--- src/rtl/arith_sched_pkg.sv ---
// Shared types and constants for the arithmetic issue scheduler.
// FU arithmetic_type encodings, width helpers and the writeback entry layout.
package arith_sched_pkg;

  localparam logic [2:0] ARITH_ADDSUB = 3'b000;
  localparam logic [2:0] ARITH_SLT    = 3'b010;
  localparam logic [2:0] ARITH_SLTU   = 3'b011;

  function automatic int robw(input int rob_size);
    return (rob_size > 1) ? $clog2(rob_size) : 1;
  endfunction

  function automatic int tagw(input int phys_reg_size);
    return (phys_reg_size > 1) ? $clog2(phys_reg_size) : 1;
  endfunction

  localparam int XLEN_DEF = 32;
  localparam int ROBW_DEF = robw(256);
  localparam int TAGW_DEF = tagw(256);

  typedef struct packed {
    logic [XLEN_DEF-1:0] result;
    logic [ROBW_DEF-1:0] rob;
    logic [TAGW_DEF-1:0] tag;
  } wb_entry_t;

endpackage

--- src/rtl/arith_issue_sched_wb_fifo.sv ---
// Writeback FIFO between the FU and the CDB; head outputs read zero while empty.
// Flush empties the queue and drops any push arriving on the same edge.
module arith_wb_fifo
  import arith_sched_pkg::*;
#(
  parameter int DEPTH = 4,
  parameter int W     = $bits(wb_entry_t),
  localparam int CW   = $clog2(DEPTH + 1),
  localparam int PW   = (DEPTH > 1) ? $clog2(DEPTH) : 1
) (
  input  logic          clk,
  input  logic          rst_n,
  input  logic          flush_i,
  input  logic          push_i,
  input  logic [W-1:0]  push_data_i,
  input  logic          pop_i,
  output logic [W-1:0]  head_data_o,
  output logic          valid_o,
  output logic [CW-1:0] count_o
);

  logic [W-1:0]  mem_q [DEPTH];
  logic [PW-1:0] wr_ptr_q, rd_ptr_q;
  logic [CW-1:0] count_q;
  logic          do_push, do_pop;

  assign valid_o     = (count_q != '0);
  assign count_o     = count_q;
  assign head_data_o = valid_o ? mem_q[rd_ptr_q] : '0;
  assign do_pop      = pop_i && valid_o;
  assign do_push     = push_i && ((count_q < CW'(DEPTH)) || do_pop);

  function automatic logic [PW-1:0] ptr_inc(input logic [PW-1:0] p);
    return (p == PW'(DEPTH - 1)) ? '0 : p + PW'(1);
  endfunction

  always_ff @(posedge clk or negedge rst_n) begin
    if (!rst_n) begin
      wr_ptr_q <= '0;
      rd_ptr_q <= '0;
      count_q  <= '0;
    end else if (flush_i) begin
      wr_ptr_q <= '0;
      rd_ptr_q <= '0;
      count_q  <= '0;
    end else begin
      if (do_push) wr_ptr_q <= ptr_inc(wr_ptr_q);
      if (do_pop)  rd_ptr_q <= ptr_inc(rd_ptr_q);
      count_q <= count_q + CW'(do_push) - CW'(do_pop);
    end
  end

  always_ff @(posedge clk) begin
    if (do_push && !flush_i) mem_q[wr_ptr_q] <= push_data_i;
  end

endmodule

--- src/rtl/arith_issue_sched.sv ---
// Round-robin issue scheduler for one arithmetic FU with credit-based writeback.
// Optional ARITH_SCHED_STATS_EN adds stat_issued/stat_stall counters.
module arith_issue_sched
  import arith_sched_pkg::*;
#(
  parameter int XLEN          = 32,
  parameter int ROB_SIZE      = 256,
  parameter int PHYS_REG_SIZE = 256,
  parameter int NUM_REQ       = 4,
  parameter int WB_DEPTH      = 4,
  localparam int ROBW         = robw(ROB_SIZE),
  localparam int TAGW         = tagw(PHYS_REG_SIZE)
) (
  input  logic                     clk,
  input  logic                     rst,
  input  logic                     flush,
  input  logic [NUM_REQ-1:0]       req_valid,
  output logic [NUM_REQ-1:0]       req_ready,
  input  logic [3*NUM_REQ-1:0]     req_type,
  input  logic [NUM_REQ-1:0]       req_info,
  input  logic [ROBW*NUM_REQ-1:0]  req_rob,
  input  logic [TAGW*NUM_REQ-1:0]  req_tag,
  input  logic [XLEN*NUM_REQ-1:0]  req_rs1,
  input  logic [XLEN*NUM_REQ-1:0]  req_rs2,
  output logic                     fu_valid_in,
  output logic [2:0]               fu_type,
  output logic                     fu_info,
  output logic [XLEN-1:0]          fu_rs1,
  output logic [XLEN-1:0]          fu_rs2,
  input  logic [XLEN-1:0]          fu_result,
  input  logic                     fu_valid_out,
  output logic                     wb_valid,
  input  logic                     wb_ready,
  output logic [XLEN-1:0]          wb_result,
  output logic [ROBW-1:0]          wb_rob,
  output logic [TAGW-1:0]          wb_tag
`ifdef ARITH_SCHED_STATS_EN
  ,
  output logic [31:0]              stat_issued,
  output logic [31:0]              stat_stall
`endif
);

  localparam int PTRW = (NUM_REQ > 1) ? $clog2(NUM_REQ) : 1;
  localparam int CW   = $clog2(WB_DEPTH + 1);
  localparam int EW   = XLEN + ROBW + TAGW;

  logic [2:0]      type_a [NUM_REQ];
  logic [ROBW-1:0] rob_a  [NUM_REQ];
  logic [TAGW-1:0] tag_a  [NUM_REQ];
  logic [XLEN-1:0] rs1_a  [NUM_REQ];
  logic [XLEN-1:0] rs2_a  [NUM_REQ];

  for (genvar g = 0; g < NUM_REQ; g++) begin : g_unpack
    assign type_a[g] = req_type[3*g +: 3];
    assign rob_a[g]  = req_rob[ROBW*g +: ROBW];
    assign tag_a[g]  = req_tag[TAGW*g +: TAGW];
    assign rs1_a[g]  = req_rs1[XLEN*g +: XLEN];
    assign rs2_a[g]  = req_rs2[XLEN*g +: XLEN];
  end

  logic [PTRW-1:0] rr_ptr_q, rr_ptr_d;
  logic            fu_valid_in_q, s2_valid_q;
  logic [2:0]      fu_type_q;
  logic            fu_info_q;
  logic [XLEN-1:0] fu_rs1_q, fu_rs2_q;
  logic [ROBW-1:0] s1_rob_q, s2_rob_q;
  logic [TAGW-1:0] s1_tag_q, s2_tag_q;

  logic [CW-1:0]   fifo_count;
  logic [CW:0]     used;
  logic            credit_ok, grant, found;
  logic [PTRW-1:0] gnt_idx, scan_idx;
  logic [PTRW:0]   scan_sum;
  logic            push, pop;
  logic [EW-1:0]   head_data;

  // Credit counts only registered state, so a pop this cycle frees a slot next cycle.
  assign used      = (CW+1)'(fifo_count) + (CW+1)'(fu_valid_in_q) + (CW+1)'(s2_valid_q);
  assign credit_ok = used < (CW+1)'(WB_DEPTH);

  always_comb begin
    found    = 1'b0;
    gnt_idx  = '0;
    scan_sum = '0;
    scan_idx = '0;
    for (int i = 0; i < NUM_REQ; i++) begin
      scan_sum = {1'b0, rr_ptr_q} + (PTRW+1)'(i);
      if (scan_sum >= (PTRW+1)'(NUM_REQ)) scan_sum = scan_sum - (PTRW+1)'(NUM_REQ);
      scan_idx = scan_sum[PTRW-1:0];
      if (!found && req_valid[scan_idx]) begin
        found   = 1'b1;
        gnt_idx = scan_idx;
      end
    end
    grant     = rst && !flush && credit_ok && found;
    req_ready = grant ? (NUM_REQ'(1) << gnt_idx) : '0;
    rr_ptr_d  = rr_ptr_q;
    if (grant) rr_ptr_d = (gnt_idx == PTRW'(NUM_REQ - 1)) ? '0 : gnt_idx + PTRW'(1);
  end

  always_ff @(posedge clk or negedge rst) begin
    if (!rst) begin
      rr_ptr_q      <= '0;
      fu_valid_in_q <= 1'b0;
      s2_valid_q    <= 1'b0;
      fu_type_q     <= '0;
      fu_info_q     <= 1'b0;
      fu_rs1_q      <= '0;
      fu_rs2_q      <= '0;
      s1_rob_q      <= '0;
      s1_tag_q      <= '0;
      s2_rob_q      <= '0;
      s2_tag_q      <= '0;
    end else begin
      rr_ptr_q      <= rr_ptr_d;
      fu_valid_in_q <= grant;
      s2_valid_q    <= flush ? 1'b0 : fu_valid_in_q;
      if (grant) begin
        fu_type_q <= type_a[gnt_idx];
        fu_info_q <= req_info[gnt_idx];
        fu_rs1_q  <= rs1_a[gnt_idx];
        fu_rs2_q  <= rs2_a[gnt_idx];
        s1_rob_q  <= rob_a[gnt_idx];
        s1_tag_q  <= tag_a[gnt_idx];
      end
      s2_rob_q <= s1_rob_q;
      s2_tag_q <= s1_tag_q;
    end
  end

  assign fu_valid_in = fu_valid_in_q;
  assign fu_type     = fu_type_q;
  assign fu_info     = fu_info_q;
  assign fu_rs1      = fu_rs1_q;
  assign fu_rs2      = fu_rs2_q;

  // A result the FU emits after a flush has no matching S2 entry and is ignored.
  assign push = s2_valid_q && fu_valid_out;
  assign pop  = wb_valid && wb_ready;

  arith_wb_fifo #(
    .DEPTH (WB_DEPTH),
    .W     (EW)
  ) u_wb_fifo (
    .clk         (clk),
    .rst_n       (rst),
    .flush_i     (flush),
    .push_i      (push),
    .push_data_i ({fu_result, s2_rob_q, s2_tag_q}),
    .pop_i       (pop),
    .head_data_o (head_data),
    .valid_o     (wb_valid),
    .count_o     (fifo_count)
  );

  assign {wb_result, wb_rob, wb_tag} = head_data;

`ifdef ARITH_SCHED_STATS_EN
  always_ff @(posedge clk or negedge rst) begin
    if (!rst) begin
      stat_issued <= '0;
      stat_stall  <= '0;
    end else begin
      if (grant) stat_issued <= stat_issued + 32'd1;
      if ((|req_valid) && !flush && !credit_ok) stat_stall <= stat_stall + 32'd1;
    end
  end
`endif

endmodule

--- config.mk ---
export PLATFORM = sky130hd
export DESIGN_NAME = arith_issue_sched
export DESIGN_NICKNAME = d
export VERILOG_FILES = /design/src/rtl/arith_sched_pkg.sv /design/src/rtl/arith_issue_sched_wb_fifo.sv /design/src/rtl/arith_issue_sched.sv
export SDC_FILE = /design/constraint.sdc
export NUM_CORES = 1
export LEC_CHECK = 0
export BUFFER_PORTS_ARGS = -buffer_cell sky130_fd_sc_hd__clkbuf_2
export CORE_AREA = 2 2 195 197
export DETAILED_ROUTE_END_ITERATION = 16
export DIE_AREA = 0 0 197 199
export PLACE_DENSITY = 0.71
export SYNTH_ARGS = -nofsm -noshare
export SYNTH_HDL_FRONTEND = slang
export SYNTH_HIERARCHICAL = 1
export SYNTH_SLANG_ARGS = --single-unit
--- constraint.sdc ---
create_clock -name clk -period 6.8 [get_ports clk]
set_input_delay 1.02 -clock clk [delete_from_list [all_inputs] [get_ports clk]]
set_output_delay 1.02 -clock clk [all_outputs]
set_load 0.05 [all_outputs]
==> results of run 1 <==
==> placed cells by master (no fill, tap or decap), types with 2 or more instances in the layout <==
cell | Yosys | layout
clkinvlp_4 | 0 | 4
clkbuf_2 | 0 | 497
and2_1 | 7 | 7
mux4_2 | 48 | 48
nand3b_1 | 2 | 2
nor2_1 | 5 | 5
dfrtp_1 | 111 | 109
bufinv_16 | 0 | 3
o221ai_1 | 84 | 84
inv_1 | 8 | 8
nand2_1 | 89 | 88
clkinv_2 | 0 | 3
diode_2 | 0 | 2
edfxtp_1 | 192 | 192
clkinv_4 | 0 | 2
inv_2 | 3 | 3
nor3b_2 | 0 | 4
nand2b_1 | 2 | 2
a21oi_1 | 4 | 4
ha_1 | 12 | 12
clkinv_1 | 0 | 7
buf_4 | 3 | 11
clkbuf_1 | 12 | 5
mux2i_1 | 169 | 169
nor2b_1 | 52 | 52
o21ai_0 | 2 | 2
clkbuf_16 | 0 | 31
==> metrics by stage <==
stage	util (%)	std cells	area (um2)	hold WS, ns
2_1_floorplan	-	876	13600	0.354
3_3_place_gp	44.3	1796	16500	0.360
3_5_place_dp	44.3	1796	16500	0.364
4_1_cts	47.0	1854	17500	0.380
5_1_grt	47.0	1856	17500	0.388
6_report	47.0	1856	17500	0.373
==> power groups by stage <==
stage | Clock (mW) | Combinational [mW] | Sequential [mW]
detailed placement | 0 | 1.91 | 2.49
finish | 1.66 | 1.89 | 2.47
global route | 1.78 | 2.00 | 2.50
global placement | 0 | 1.89 | 2.49
floorplan | 0 | 0.808 | 3.02
CTS | 1.71 | 1.91 | 2.47
==> logic make-up (layout without fill, tap and decap cells) <==
logic type / count (synthesis) / after routing / share of synthesized area, %
buf+inv: 75 / 579 / 3.31
compound gates: 96 / 96 / 6.02
mux: 218 / 218 / 20.4
other cells: 0 / 2 / 0
fa+ha+maj: 13 / 13 / 1.25
simple gates: 170 / 170 / 6.21
flops: 303 / 303 / 62.7
xor+xnor: 1 / 1 / 0.0643
==> per-layer routing <==
metal / global-route usage (%) / up-vias
met5: 0 / -
met4: 5.40 / 0
met3: 5.83 / 57
met2: 32.7 / 372
met1: 26.3 / 4724
li1: - / 4371
==> state kept, by name, indices dropped and copies added, names as in the netlist <==
name and flops:
rr_ptr_q 2, s2_rob_q 8, u_wb_fifo/wr_ptr_q 2, fu_rs1 32, s1_rob_q 8, s2_valid_q 1, fu_info 1, fu_rs2 32
u_wb_fifo/count_o 3, s1_tag_q 8, s2_tag_q 8, u_wb_fifo/mem_q 192, fu_type 3, u_wb_fifo/rd_ptr_q 2, fu_valid_in 1
==> cell type report <==
cell class              count  area (um2)  share of cell area, %
diodes                      2        5.00                 0.0287
clock buffers              37         808                   4.63
clock inverters            21         193                   1.10
inverters                  12        47.5                  0.272
multi-input cells         498        4680                   26.8
flip-flops and latches    303        8550                   48.9
well taps                 474         593                   3.40
repair buffers            509        2590                   14.8
==> critical path, delay by kind of cell <==
family	cells	cell delay (ns)
adder cells (fa/ha/maj)	1	0.16
AND/OR/NAND/NOR	2	0.85
AO/OA/AOI/OAI	1	0.32
buffers and inverters	3	0.65
==> worst paths after layout <==
| path | slack [ns] | end | from | cells past startpoint |
|---|---|---|---|---|
| worst max-delay path | 2.75 | req_ready[3] | req_valid[1] | 7 |
| min in group asynchronous | 0.52 | s1_tag_q[2] | rst | 1 |
| worst min-delay path | 0.37 | s2_tag_q[1] | s1_tag_q[1] | 0 |
| worst min register to register | 0.37 | s2_tag_q[1] | s1_tag_q[1] | 0 |
| max in group asynchronous | 5.01 | s1_tag_q[4] | rst | 2 |
| worst max register to register | 3.32 | u_wb_fifo/mem_q[2][26] | u_wb_fifo/count_o[1] | 8 |
==> impl_metrics.toml, run 1 <==
[floorplanning]
initial_core_util_pct = 36.7
die-height_um = 199
dieWidth_um = 197
placementRows = 71
core_um2 = 37100
ioPinCount = 499
die-area_um2 = 39200

[worst_setup_path]
start_kind = "input pin"
crit_required_ns = 5.78
slowest_stage = "nand3_4"
cp-end-kind = "output port"
critPathMostFrequentCell = "clkbuf_2"
path_cells = "clkbuf_2 -> a221oi_2 -> nand3_4 -> inv_2 -> ha_1 -> and2_1 -> clkbuf_2"
slowest_delay_ns = 0.65
arrival_ns = 3.03
path_max_fanout = 45
criticalPathCategory = "in -> out"

[sta]
hold_viol_final = 0
maxSlewViolCount = 0
max_clock_freq_mhz = 247
setup_ws_ns = 2.75
min_period_ns = 4.05
finalSetupViolCount = 0
slew_headroom_pct = 23.7
tns_ns = 0
final.period_utilization_pct = 59.5
worstMarginPinSlew_ns = 1.14
rsz0062_at_grt = "no"
worst_clock_skew_ns = 0.0123

[detailed_routing]
vias_per_cell = 5.13
wl_met3_um = 3350
vias = 9524
drc_errors = 0
wl_met1_um = 16800
antenna_left = 0
drt-total-wl_um = 40900
top_layer = "met4"
wl_met2_um = 19800
first_pass_iters = 5
wl_per_cell_um = 22.0
drt_iter0_drc = 454

[synth]
yosysSeqAreaShare_pct = 62.7
synthArstFlopShare_pct = 36.6
synth_most_common_cell = "edfxtp_1"
synth.distinct_cells = 40
synthFlopType = "edfxtp_1"
synthesis.area_um2 = 13600
ys_top_cells_by_area = "edfxtp_1 42%, dfrtp_1 20%, mux2i_1 12%, mux4_2 7.9%, o221ai_1 5.4%"
syn_nets = 1266
syn-mean-instance-area_um2 = 15.6
synth_edf_count = 192
synth_common_cells = "192 x edfxtp_1, 169 x mux2i_1, 111 x dfrtp_1"
ys_seq_elements = 303
synth.top_cell.area_share_pct = 42.3
yosysWarnings = 6
syn_inst = 876
synth_top_area_cell = "edfxtp_1"

[finish]
area_delta_synth_final_pct = 28.2
nets = 1745
n_fill_cell = 3326
layout-drive-gt1-share_pct = 45.0

[placed_design]
io_buffers = 498
place_ws_ns = 2.80
gp_congestion = 0.940
dp_hpwl_um = 29800

[clock_network]
clockBufferDepth = 3
cts_setup_buffers = 0
clkTransAtPathRegs_ns = 0.06
clock-sinks = 303
clockRootBuffer = "clkbuf_16"
clkLatencyLatePin_ns = 0.55
cts_resized = 0
numCtsBuffers = 31
hold_buffers = 0
h-tree-depth = 1
cts_tree = "done"

[job]
maxCapViolCount = 0

[power_and_ir_drop]
p_int_mw = 3.81
comb_power_share_pct = 31.4
seqPwrFrac_pct = 40.9
swShare_pct = 36.6
p_total_mw = 6.02
p_sw_mw = 2.21
clkPwrFrac_pct = 27.6
power.leakage_nw = 7.89
powerDensity_nw_per_um2 = 345
irDropWorstVdd_v = 0.000257

[grt]
grt_usage_pct = 20.1
first_global_vias = 9678
antenna_found_initial = 3
grt_max_degree = 128
grt.overflow.total = 0
grt_pass1_wl_um = 58900

[status]
run_status = "finished, final reports clean"

[hold_path]
hold_class = "reg -> reg"
Note: power is estimated with default switching activity, not from simulation.
==> inputs of run 2 (changes only) <==
--- a/config.mk
+++ b/config.mk
@@ -5,11 +5,12 @@
 export SDC_FILE = /design/constraint.sdc
 export NUM_CORES = 1
 export LEC_CHECK = 0
+export ABC_AREA = 1
 export BUFFER_PORTS_ARGS = -buffer_cell sky130_fd_sc_hd__clkbuf_2
-export CORE_AREA = 2 2 195 197
+export CORE_MARGIN = 2
+export CORE_UTILIZATION = 48
 export DETAILED_ROUTE_END_ITERATION = 16
-export DIE_AREA = 0 0 197 199
-export PLACE_DENSITY = 0.71
+export PLACE_DENSITY = 0.87
 export SYNTH_ARGS = -nofsm -noshare
 export SYNTH_HDL_FRONTEND = slang
 export SYNTH_HIERARCHICAL = 1
==> constraint.sdc (replaced) <==
create_clock -name clk -period 3.7 [get_ports clk]
set_input_delay 0.555 -clock clk [delete_from_list [all_inputs] [get_ports clk]]
set_output_delay 0.555 -clock clk [all_outputs]
set_load 0.05 [all_outputs]
==> run 2 against run 1 <==
Clock power rose by 110%. Critical path type is now reg -> out. Global-route usage up 8.6 points. Largest power group is now combinational logic. Total power rose to 3.0 times the previous value.
==> impl_metrics.toml, run 2 <==
[status]
run_status = "finished, final reports clean"

[worst_setup_path]
arrival_ns = 2.93
path_max_fanout = 24
start_kind = "flip-flop"
crit_required_ns = 3.14
criticalPathCategory = "reg -> out"
cp-end-kind = "output port"

[clock_network]
h-tree-depth = 2
clkLatencyLatePin_ns = 0.54
cts_tree = "done"
cts_setup_buffers = 0
clockRootBuffer = "clkbuf_16"
numCtsBuffers = 35
clockBufferDepth = 3
clock-sinks = 303
clkTransAtPathRegs_ns = 0.06

[synth]
syn_inst = 2304
syn-mean-instance-area_um2 = 7.51
synth_common_cells = "745 x nand2_1, 560 x inv_1, 278 x nand3_1"
ys_top_cells_by_area = "edfxtp_1 33%, nand2_1 16%, dfrtp_1 16%, inv_1 12%, nand3_1 8.0%"
synthAdderAreaFrac_pct = 0.983
synth.distinct_cells = 23
synth.top_cell.area_share_pct = 33.3
synth_top_family_by_area = "simple AND/OR/NAND/NOR gates"
yosysWarnings = 6
synthFlopType = "edfxtp_1"
synthArstFlopShare_pct = 36.6
synth_edf_count = 192
yosysSeqAreaShare_pct = 49.4
synthesis.area_um2 = 17300
synth_most_common_cell = "nand2_1"
synthSimpleGateAreaFrac_pct = 31.1
syn_nets = 2694
synthXorXnorAreaFrac_pct = 0
synth_top_area_cell = "edfxtp_1"
synth-compound-area-share_pct = 1.59
synthMuxAreaShare_pct = 0
ys_seq_elements = 303

[power_and_ir_drop]
power.leakage_nw = 12.1
irDropWorstVdd_v = 0.00116
powerDensity_nw_per_um2 = 855

[finish]
final_cell_mix = "743 x nand2_1, 559 x inv_1, 495 x clkbuf_2"
largest_reg_flops = 192
layout_commonest_cell = "nand2_1"
area_delta_synth_final_pct = 22.5
layout-drive-gt1-share_pct = 22.0
n_fill_cell = 3059
regMostFlops = "u_wb_fifo/mem_q"
fin_util_pct = 59.6
nets = 3115

[detailed_routing]
drc_errors = 0
vias = 17100
antenna_left = 0
wl_per_cell_um = 17.1
first_pass_iters = 6
drt_iter0_drc = 1521
vias_per_cell = 5.30
drt-total-wl_um = 55100

[placed_design]
gp_congestion = 0.956
dp_hpwl_um = 38000
io_buffers = 498

[grt]
grt_max_degree = 169
antenna_found_initial = 11
grt_pass1_wl_um = 85900
grt_usage_pct = 28.6
first_global_vias = 16400
grt.overflow.total = 0

[floorplanning]
initial_core_util_pct = 48.6
placementRows = 69
die-area_um2 = 37600
ioPinCount = 499
dieWidth_um = 194
core_um2 = 35600
die-height_um = 194

[sta]
final.period_utilization_pct = 94.3
min_period_ns = 3.49
slew_headroom_pct = 36.3
max_clock_freq_mhz = 287
worstMarginPinSlew_ns = 0.955
hold_viol_final = 0
finalSetupViolCount = 0
maxSlewViolCount = 0
rsz0062_at_grt = "no"
worst_clock_skew_ns = 0.0196
hold_ws_ns = 0.147

[hold_path]
hold_class = "in -> async"

[job]
maxCapViolCount = 0
[run 2: cell count changes after synthesis, moves of 14 or more]
cell / delta
mux4_2: -48
nor2b_1: -52
buf_2: +50
nand2_1: +656
nand4_1: +170
o221ai_1: -84
clkbuf_1: +22
mux2i_1: -169
inv_1: +552
nor2_1: +14
nand3_1: +276
a21oi_1: +46
[run 2: critical path, stage by stage, from the launching register on]
cell      delay, ns
dfrtp_2        0.50
inv_4          0.15
nand2_1        0.09
nand3_1        0.11
nand2_1        0.12
nor2_4         0.17
nand3_1        0.13
nand2_4        0.29
ha_1           0.22
inv_1          0.04
nor2_1         0.24
clkbuf_2       0.34
[run 2: logic make-up after synthesis]
logic type | Yosys count
adders and majority gates | 13
and+or+nand+nor | 1220
buffers and inverters | 713
AOI/OAI and AO/OA | 55
DFF | 303
[run 2: power by group]
group / switching [mW] / internal [mW] / total [mW]
sequential: 0.416 / 4.27 / 4.69
combinational: 7.18 / 2.72 / 9.90
clock: 1.43 / 2.11 / 3.54
[run 2: worst paths after layout]
check	startpoint	end	slack [ns]	cells past startpoint
max in group asynchronous	rst	u_wb_fifo/rd_ptr_q[0]	2.08	3
max reg2reg	rr_ptr_q[0]	fu_rs1[6]	0.81	14
min reg2reg	s1_rob_q[7]	s2_rob_q[7]	0.39	0
min	rst	s2_tag_q[4]	0.15	2
min in group clk	fu_result[12]	u_wb_fifo/mem_q[1][28]	0.24	1
max	rr_ptr_q[0]	req_ready[0]	0.21	11
[run 2: area by class of cell]
cell class / instances / area [um2] / share of cell area (%)
Tap cell: 461 / 577 / 2.72
Clock buffer: 44 / 940 / 4.43
Inverter: 567 / 2130 / 10.1
Multi-Input combinational cell: 1288 / 5910 / 27.9
Sequential cell: 303 / 8550 / 40.3
Timing Repair Buffer: 530 / 2830 / 13.4
Antenna cell: 9 / 22.5 / 0.106
Clock inverter: 20 / 239 / 1.13
[run 2: metrics by stage]
stage | total power [mW] | TNS (ns) | instance area (um2) | setup WS (ns) | std cells
2_1_floorplan | 12.3 | -0.872 | 17300 | -0.00454 | 2304
3_3_place_gp | 14.3 | 0 | 20000 | 0.638 | 3149
3_5_place_dp | 14.5 | 0 | 20000 | 0.597 | 3149
4_1_cts | 18.1 | 0 | 21200 | 0.0295 | 3213
5_1_grt | 19.4 | 0 | 21200 | 0.0259 | 3221
6_report | 18.1 | 0 | 21200 | 0.211 | 3222
[run 2: what timing repair did]
item / 4_1_cts / 5_1_grt
resized for setup: 0 / 2
setup endpoints to repair: 0 / 3
hold buffers: 0 / 0
[run 2: layer usage]
layer  global-route usage (%)  part of all wire, %  vias to the layer above
met2                     48.2                   48                      998
met5                        0                0.058                        -
li1                         -                    -                     7996
met1                     35.0                   37                     7887
met4                     14.2                  5.2                        4
met3                     6.09                  9.8                      180
